===== config.mk =====
export PLATFORM = sky130hd
export DESIGN_NAME = df_output_buffer
export DESIGN_NICKNAME = d
export VERILOG_FILES = /design/src/rtl/df_output_buffer.sv
export SDC_FILE = /design/constraint.sdc
export NUM_CORES = 1
export LEC_CHECK = 0
export BUFFER_PORTS_ARGS = -buffer_cell sky130_fd_sc_hd__buf_2
export CAP_MARGIN = 20
export CORE_MARGIN = 2
export CORE_UTILIZATION = 56
export CTS_BUF_LIST = sky130_fd_sc_hd__clkbuf_2 sky130_fd_sc_hd__clkbuf_4 sky130_fd_sc_hd__clkbuf_8
export DETAILED_ROUTE_END_ITERATION = 10
export PLACE_DENSITY = 0.77
export SLEW_MARGIN = 25
export SYNTH_ARGS = -nofsm -noshare
export SYNTH_HDL_FRONTEND = slang
export SYNTH_SLANG_ARGS = --single-unit
export TNS_END_PERCENT = 5

===== constraint.sdc =====
create_clock -name clk -period 2.7 [get_ports clk]
set_input_delay 0.27 -clock clk [delete_from_list [all_inputs] [get_ports clk]]
set_output_delay 0.27 -clock clk [all_outputs]
set_load 0.01 [all_outputs]

===== src/rtl/df_output_buffer.sv =====
// df_output_buffer: tail of the CFNP dataflow. Captures one frame of
// N_WORDS signed results (no backpressure on the capture side), then replays
// it over a valid/ready handshake with olast on the final word and a
// one-cycle done pulse once the frame has fully drained.
module df_output_buffer #(
   parameter int DATA_W  = 16,
   parameter int N_WORDS = 8,
   parameter int CNT_W   = 3
) (
   input  logic                     clk,
   input  logic                     rst,
   input  logic                     start,
   input  logic signed [DATA_W-1:0] x,
   input  logic                     x_valid,
   output logic signed [DATA_W-1:0] odata,
   output logic                     ovalid,
   input  logic                     oready,
   output logic                     olast,
   output logic                     busy,
   output logic                     done,
   output logic                     overflow
);

   typedef enum logic [1:0] {IDLE, CAPTURE, SEND, DONE} state_t;

   localparam logic [CNT_W-1:0] LAST = CNT_W'(N_WORDS - 1);

   state_t                   state, state_nxt;
   logic [CNT_W-1:0]         wr_cnt, wr_nxt;
   logic [CNT_W-1:0]         rd_cnt, rd_nxt;
   logic                     ov_nxt;
   logic                     mem_we;
   logic signed [DATA_W-1:0] mem [N_WORDS];

   // Control state: FSM, frame counters and the sticky overflow flag.
   always_ff @(posedge clk) begin
      if (!rst) begin
         state    <= IDLE;
         wr_cnt   <= '0;
         rd_cnt   <= '0;
         overflow <= 1'b0;
      end else begin
         state    <= state_nxt;
         wr_cnt   <= wr_nxt;
         rd_cnt   <= rd_nxt;
         overflow <= ov_nxt;
      end
   end

   // Next-state logic; rd_cnt always indexes the word currently presented.
   always_comb begin
      state_nxt = state;
      wr_nxt    = wr_cnt;
      rd_nxt    = rd_cnt;
      ov_nxt    = overflow;
      mem_we    = 1'b0;
      case (state)
         IDLE: begin
            // A word arriving together with start is not part of the frame.
            if (start) begin
               state_nxt = CAPTURE;
               wr_nxt    = '0;
               ov_nxt    = 1'b0;
            end
         end
         CAPTURE: begin
            if (x_valid) begin
               mem_we = 1'b1;
               if (wr_cnt == LAST) begin
                  state_nxt = SEND;
                  wr_nxt    = '0;
                  rd_nxt    = '0;
               end else begin
                  wr_nxt = wr_cnt + 1'b1;
               end
            end
         end
         SEND: begin
            if (x_valid) ov_nxt = 1'b1;
            if (ovalid && oready) begin
               if (olast) state_nxt = DONE;
               else       rd_nxt    = rd_cnt + 1'b1;
            end
         end
         DONE: begin
            if (x_valid) ov_nxt = 1'b1;
            state_nxt = IDLE;
         end
         default: state_nxt = IDLE;
      endcase
   end

   // Frame storage; contents are don't-care after reset.
   always_ff @(posedge clk) begin
      if (mem_we) mem[wr_cnt] <= x;
   end

   // Registered output side. The first SEND cycle only loads word 0, so
   // ovalid rises one edge after the last capture and mem is never read
   // in the same cycle it is written.
   always_ff @(posedge clk) begin
      if (!rst) begin
         odata  <= '0;
         ovalid <= 1'b0;
         olast  <= 1'b0;
         busy   <= 1'b0;
         done   <= 1'b0;
      end else begin
         busy <= (state_nxt != IDLE);
         done <= (state_nxt == DONE);
         if (state == SEND) begin
            if (!ovalid) begin
               odata  <= mem[rd_cnt];
               ovalid <= 1'b1;
               olast  <= (rd_cnt == LAST);
            end else if (oready) begin
               if (olast) begin
                  ovalid <= 1'b0;
                  olast  <= 1'b0;
               end else begin
                  odata <= mem[rd_nxt];
                  olast <= (rd_nxt == LAST);
               end
            end
         end
      end
   end

endmodule

==> metrics.yaml <==
pre_cts_ws_ns: 0.187
whs_ns: 0.0766
yosysMostFrequentCell: "edfxtp_1"
drc: 0
dr_total_vias: 4655
period_share_pct: 93.3
total_power_mw: 4.37
n_fill_cell: 907
status: "complete, no violations"
antenna_found_initial: 0
max-slew-margin-rel_pct: 65.4
finalWeightedCongestion: 0.845
clock-root-buffer: "clkbuf_8"
syn-num-nets: 516
die_h_um: 118
ios: 42
drt-vias-per-instance: 6.47
required_ns: 3.08
synthArstFlopShare_pct: 0
maxCapViolCount: 0
drive_gt1_share_pct: 31.4
synthTopCellsByCount: "128 x edfxtp_1, 38 x a21oi_1, 38 x o21ai_0"
antennaDiodeCount: 0
wl_per_cell_um: 23.0
htreeDepth: 4
grt-ovfl-total: 0
final.setup_skew_ns: 0.0110
cp-start-kind: "register"
synth-seq-cells: 157
vdd_drop_max_v: 0.000304
start_util_pct: 57.7
slowest_stage: "and3_1"
setup_ws_ns: 0.181
syn_area_um2: 7310
die_width_um: 118
layout_min_cycle_time_ns: 2.52
grt_max_degree: 41
clock_sinks: 157
crit_buf_inv: 2
drt_first_pass_iters: 4
worst-path-max-fanout: 10
drt_iter0_drc: 394
yosysSeqAreaShare_pct: 60.5
wl_um: 16500
rsz0062_at_grt: "no"
clock_path_buffers: 2
critPathTopFamily: "simple AND/OR/NAND/NOR gates"
rr_endpoint: "odata[14]"
cts_buffers: 17
postRouteAntennaNets: 0
crit_chain: "inv_1 > ha_1 > and4_1 > a22oi_1 > and3_1 > buf_4 > a221oi_2 > a21oi_1"
syn_avg_cell_area_um2: 15.0
synth_edf_count: 128
insertion_delay_ns: 0.46
ff2ff_setup_slack_ns: 0.18
die_area_um2: 14000
fmax_mhz: 397
regToRegStartpoint: "state[0]"
path_clk_slew_ns: 0.08
rows: 41
yosys.cell_types.count: 44
yosys_warnings: 0
p_leak_nw: 2.68
max_stage_delay_ns: 0.47
grtUsageTotal_pct: 24.8
worstMarginPinSlew_ns: 0.519
synth_largest_area_cell: "edfxtp_1"
setup_viol_count_final: 0
yosysTopAreaCellShare_pct: 52.6
hold_viol: 0
hold_class: "primary input to register"
min_path_cells: 1
core_um2: 12700
nets: 565
worstPathArrival_ns: 2.90
worstSetupPathType: "register to register"
synthCells: 486
hpwl_um: 9750
power_density_nw_per_um2: 537
grt_pass1_wl_um: 25900
whs_endpoint: "mem[3][4]"
worst-r2r-cell-count: 8
postCtsSetupBuffers: 0
grt_pass1_vias: 4682
cp-end-kind: "register"
io_buffers: 41
tns_ns: 0
synth_area_leaders: "edfxtp_1 53%, mux4_2 9.9%, dfxtp_1 7.9%, mux2_2 4.8%, mux2i_1 4.7%"
area_growth_pct: 11.3
hold_start: "x[4]"
maxSlewViolCount: 0
synthFlopType: "edfxtp_1"
tritoncts: "built"
worst reg2reg max path: cells and delay by family, from the launching register on:
kind | cells | cell delay (ns)
AOI/OAI and AO/OA | 3 | 0.51
adders and majority gates | 1 | 0.36
and+or+nand+nor | 2 | 0.72
DFF | 1 | 0.41
buffers and inverters | 2 | 0.45
final cells by class:
type,count,area [µm²],share of cell area [%]
Tap cell,172,215,2.65
Clock buffer,19,249,3.06
Multi-Input combinational cell,286,2680,32.9
Clock inverter,12,104,1.28
Sequential cell,157,4430,54.4
Timing Repair Buffer,67,438,5.38
Inverter,6,22.5,0.277
stage by stage:
stage | utilization [%] | cells | cell area, µm²
3_5_place_dp | 61.4 | 688 | 7780
2_1_floorplan | - | 486 | 7310
4_1_cts | 64.2 | 719 | 8130
3_3_place_gp | 61.4 | 688 | 7780
5_1_grt | 64.2 | 719 | 8130
6_report | 64.2 | 719 | 8130
placed cells by master (no fill, tap or decap), types with 3 or more instances in the layout:
cell type and n:
dfxtp_1 28, o21ai_0 38, edfxtp_1 128, clkinv_1 8
buf_2 41, nor2_1 16, ha_1 8, mux2_2 31
buf_12 3, a221o_1 16, a221oi_2 10, inv_1 5
nand2_1 20, nor2b_1 3, nand2b_1 4, a21oi_1 38
buf_4 23, mux4_2 32, clkbuf_8 17, a221oi_1 6
mux2i_1 34
worst max path at each step:
stage | startpoint | end | slack (ns) | cells past startpoint
after floorplan | state[1] | mem[2][0] | 0.14 | 5
after global placement | state[0] | odata[12] | 0.26 | 9
after detailed placement | state[0] | odata[12] | 0.19 | 9
after CTS | state[0] | odata[6] | 0.16 | 9
after global routing | state[0] | odata[13] | 0.002 | 9
final | state[0] | odata[14] | 0.18 | 8
report_power, final:
group / internal (mW) / leakage, nW / switching, mW / total (mW)
Combinational: 0.0489 / 1.11 / 0.0796 / 0.128
Clock: 0.808 / 0.179 / 0.793 / 1.60
Sequential: 2.63 / 1.39 / 0.00784 / 2.64
Total: 3.49 / 2.68 / 0.881 / 4.37
metal layers:
| layer | wire length [µm] | global-route usage, % | vias up |
|---|---|---|---|
| li1 | - | - | 2050 |
| met1 | 6720 | 33.0 | 2321 |
| met2 | 7860 | 38.9 | 247 |
| met3 | 1540 | 5.94 | 37 |
| met4 | 430 | 11.1 | 0 |
| met5 | 0 | 0 | - |
cells by family (layout without fill, tap and decap cells):
kind of cell	after synthesis	after routing	share of synthesized area, %
flip-flops	157	157	60.5
adder cells (fa/ha/maj)	9	9	1.54
buffers and inverters	43	104	3.01
AO/OA/AOI/OAI	119	119	11.5
AND/OR/NAND/NOR	60	60	3.94
multiplexers	98	98	19.4
repair_timing:
action	in CTS	in global routing
hold buffers	0	0
setup endpoints to repair	0	16
gates resized for setup	0	1
flip-flops by register name, indices dropped and copies added (netlist names), 2 cells and up:
register / cells
state: 2
odata: 16
mem: 128
rd_cnt: 3
wr_cnt: 3
No activity file was read; power rests on OpenSTA's default activity.
